### src/rtl/adc_driver_test_prescaler.sv
// Sample-rate tick generator: counts 0..divider and pulses the tick on the wrap cycle.
module adc_driver_test_prescaler #(
    parameter int unsigned DEL_W = 24
) (
    input  logic             clk,
    input  logic             rst_n,
    input  logic [DEL_W-1:0] divider_i,
    output logic             tick_o_c
);

    logic [DEL_W-1:0] cnt_q, cnt_d;
    logic [DEL_W-1:0] div_q, div_d;

    assign tick_o_c = (cnt_q == div_q);

    // Divider is picked up only on wrap so a change never truncates the running period.
    always_comb begin
        cnt_d = cnt_q + DEL_W'(1);
        div_d = div_q;
        if (tick_o_c) begin
            cnt_d = '0;
            div_d = divider_i;
        end
    end

    always_ff @(posedge clk or negedge rst_n) begin
        if (!rst_n) begin
            cnt_q <= '0;
            div_q <= '0;
        end else begin
            cnt_q <= cnt_d;
            div_q <= div_d;
        end
    end

endmodule

### config.mk
export PLATFORM = sky130hd
export DESIGN_NAME = adc_driver_test_prescaler
export DESIGN_NICKNAME = d
export VERILOG_FILES = /design/src/rtl/adc_driver_test_prescaler.sv
export SDC_FILE = /design/constraint.sdc
export NUM_CORES = 1
export LEC_CHECK = 0
export BUFFER_PORTS_ARGS = -buffer_cell sky130_fd_sc_hd__buf_2
export CORE_MARGIN = 2
export CORE_UTILIZATION = 45
export CTS_BUF_LIST = sky130_fd_sc_hd__clkbuf_2 sky130_fd_sc_hd__clkbuf_4 sky130_fd_sc_hd__clkbuf_8
export CTS_CLUSTER_SIZE = 30
export DETAILED_ROUTE_END_ITERATION = 6
export GPL_TIMING_DRIVEN = 1
export REMOVE_ABC_BUFFERS = 1
export SLEW_MARGIN = 20
export SYNTH_ARGS = -nofsm -noshare
export SYNTH_HDL_FRONTEND = slang
export SYNTH_SLANG_ARGS = --single-unit
### constraint.sdc
create_clock -name clk -period 2.43 [get_ports clk]
set_clock_uncertainty 0.2 [all_clocks]
set_input_delay 0.486 -clock clk [delete_from_list [all_inputs] [get_ports clk]]
set_output_delay 0.486 -clock clk [all_outputs]
set_load 0.005 [all_outputs]
* Yosys cells after proc, flatten, opt, wreduce, memory -nomap -nowiden
Index checks and enable logic that the tools add are counted.
Word-level totals: bits in registers 48, latch bits 0, RAM bits 0, ROM bits 0, bits of input ports 26, word-level logic and storage cells 5, memories 0
Operators by class: add/subtract/negate cells 1, multiply operators 0, divide/modulo/power cells 0, order comparisons 0, equal/unequal tests 1, shifts and indexed selects 0, mux-type cells 1, bitwise operators 0, reductions and logical operators 0
Operator list (number):
- 24-bit by 1-bit adder with 24-bit output (second input constant) | 1
- 24-bit equality test | 1
- 24-bit two-way mux | 1

* Logic depth before layout (Yosys ltp)
word-level depth 2, depth in mapped cells 8, mapped depth without buffers 6

* Worst setup path after synthesis
OpenSTA, ideal clock, no wires.
path type reg-to-output, start point reg cnt_q[2], end point out tick_o_c, arrival time 1.572 ns, data required time 1.744 ns, slack 0.172 ns, cell stages (with the launch flop) 8, cells stage by stage dfrtp_1 buf_6 xor2_1 nor4_2 nand4_1 nor3_2 buf_4 buf_4
Between the ends: cells in the longest elaborated chain, start to end 1
Ends and longest elaborated chain:
- start: declaration | line 11 | logic [DEL_W-1:0] cnt_q, cnt_d;
- start signal: assignment | line 31 | cnt_q <= cnt_d;
- 24-bit equality test | line 14 | assign tick_o_c = (cnt_q == div_q);
- end: declaration | line 8 | output logic tick_o_c
No other way between the ends.

* Worst setup path in the final report
start point reg cnt_q[0], end point out tick_o_c
Same word-level chain as after synthesis.

==> qor.yml <==
place_area_sq_um: 2540
fin_area_sq_um: 2670
final_cells: 297
netlist_instances: 193
synthFlopType: "dfrtp_1"
numCtsBuffers: 5
synth.distinct_cells: 20
final_util_pct: 55.4
overflow: 0
synthTopCellsByCount: "48 x dfrtp_1, 35 x xor2_1, 25 x nor2_1"
p_sw_share_pct: 21.0
crit_required_ns: 1.74
worst_setup_path_end_kind: "output port"
tightest_slew_ns: 0.527
grt_max_degree: 49
synth.top_cell.area_share_pct: 52.6
via_per_inst: 5.04
dr.pass1.iters: 4
powerDensity_nw_per_um2: 528
placed_cells_incl_taps: 288
ys_seq_area_share_pct: 52.6
max_cap_violations: 0
final_nets: 257
core_area_sq_um: 4820
relSlewSlack_pct: 64.6
syn_area_sq_um: 2280
core.rowCount: 25
hold_viol_final: 0
synth_edf_count: 0
portBuffers: 26
power_frac_clock_pct: 35.5
setup_ws_ns: 0.0251
min_period_over_period_pct: 99.0
vias: 1496
post-place-ws_ns: 0.0548
ir_drop_uv: 312
clock-root-buffer: "clkbuf_8"
fmax_mhz: 416
clk_pin_slew_worst_paths_ns: 0.09
clk_path_buf_depth: 2
grt_pass1_vias: 1615
dpl.hpwl_mm: 3.12
path_delay_family: "simple AND/OR/NAND/NOR gates"
synth_most_common_cell: "dfrtp_1"
syn_avg_cell_area_sq_um: 11.8
intPower_mw: 1.11
critPathSlowestCell: "dfrtp_1"
status: "completed"
gp_congestion: 0.810
die_h_um: 75.2
static-leakage-power_nw: 1.26
wl_per_cell_um: 14.4
n_antenna_cell: 0
antenna_found_initial: 0
ant_nets: 0
switchingPower_uw: 296
slowest_delay_ns: 0.46
yosysWarnings: 0
cp_num_buf_inv: 1
dieArea_sq_um: 5660
ys_top_cells_by_area: "dfrtp_1 53%, xor2_1 13%, mux2_1 11%, xnor2_1 4.2%, nor2_1 4.1%"
grt_pass1_wl_mm: 7.41
clock_latency_ns: 0.30
synth_largest_area_cell: "dfrtp_1"
setup_violations: 0
cts_max_level: 2
drtIter0Drc: 39
wl_mm: 4.27
power_mw: 1.41
drc: 0
arrival_ns: 1.72
pin_count: 27
initial_core_util_pct: 47.4
grt_usage_pct: 17.3
area_delta_synth_final_pct: 16.8
crit_path_max_fanout: 6
combPwrFrac_pct: 5.3
critPathKind: "reg2out"
cts_tree: "yes"
final_max_slew_viol_count: 0
synth-seq-cells: 48
hp-class: "in2reg"
p_seq_share_pct: 59.2
layout_min_cycle_time_ns: 2.40
layout-drive-gt1-share_pct: 20.4
grt_setup_unrepaired: "true"
crit_chain: "xor2_1 > nor4_1 > nand4_1 > nor3_4 > buf_2"
die_w_um: 75.2
async_reset_ff_share_pct: 100
clkSinkCount: 48
crit_path_start_kind: "register"
[placed cells by master (no fill, tap or decap), types with 2 or more instances in the layout]
cell type,netlist,routed
nor2_1,25,25
nand4_1,9,9
mux2_1,23,23
nor4_2,1,2
dfrtp_1,48,48
nand2_1,7,7
buf_4,5,7
buf_12,0,2
nor4_1,3,2
and3_1,4,4
and4_1,4,4
nand3_1,10,10
xor2_1,35,35
clkbuf_8,0,7
xnor2_1,11,11
buf_2,0,26
nor3_1,2,2
[per-stage QoR]
step	hold slack (ns)	setup TNS, ns
global route	0.191	-0.0853
finish	0.196	0
detailed placement	0.291	0
CTS	0.191	0
floorplan	-0.00959	-43.88
global placement	0.290	0
[flip-flops by register name, indices dropped and copies added (netlist names)]
name	cells
div_q	24
cnt_q	24
[power by group through the flow]
stage                     registers, mW  logic, mW  clock network (mW)
final                             0.833     0.0749               0.500
after global routing              0.836     0.0852               0.548
after CTS                         0.834     0.0780               0.519
after detailed placement          0.850     0.0756                   0
after global placement            0.848     0.0733                   0
after floorplan                   0.845     0.0301                   0
[cell families after synthesis]
group / after synthesis / synth area share, %
simple gates: 67 / 15.1
fa+ha+maj: 1 / 0.548
xor+xnor: 46 / 17.6
flops: 48 / 52.6
mux: 24 / 11.8
buf+inv: 7 / 2.30
[worst paths after layout]
kind                            slack [ns]                  start  cells past startpoint               endpoint
worst max-delay path                  0.03     cnt_q[0]$_DFF_PN0_                      5               tick_o_c
worst min-delay path                  0.20          divider_i[12]                      2  div_q[12]$_DFFE_PN0N_
worst max register to register        0.16     cnt_q[0]$_DFF_PN0_                      7   div_q[9]$_DFFE_PN0N_
worst min register to register        0.31  div_q[15]$_DFFE_PN0N_                      1  div_q[15]$_DFFE_PN0N_
max in group asynchronous             1.31                  rst_n                      3  div_q[23]$_DFFE_PN0N_
min in group asynchronous             0.49                  rst_n                      3  div_q[12]$_DFFE_PN0N_
[worst register-to-register path, cell delays in order (launching register included)]
cell and delay (ns):
dfrtp_1 0.46, xor2_1 0.18, nor4_1 0.30, nand4_1 0.18
nor3_4 0.16, buf_4 0.16, buf_12 0.18, mux2_1 0.35
[layer usage]
layer  vias up  global-route usage, %  wire (um)
li1        725                      -          -
met1       738                   22.8       1990
met2        27                   29.2       2060
met3         6                   3.75        162
met4         0                   4.87         51
met5         -                      0          0
[what timing repair did]
action                                  in CTS  in global routing
hold buffers                                 1                  0
endpoints found under the setup margin       1                  2
resized for setup                            1                  1
pin swaps                                    3                  0
hold endpoints to repair                    48                  0
buffers inserted                             1                  0
[layout make-up]
| cell class | instances | area (sq um) |
|---|---|---|
| clock buffers | 7 | 96.3 |
| fillers | 434 | 2150 |
| multi-input cells | 138 | 1040 |
| flip-flops and latches | 48 | 1200 |
| well taps | 67 | 83.8 |
| repair buffers | 37 | 244 |
Power figures use the tool's default switching activity.
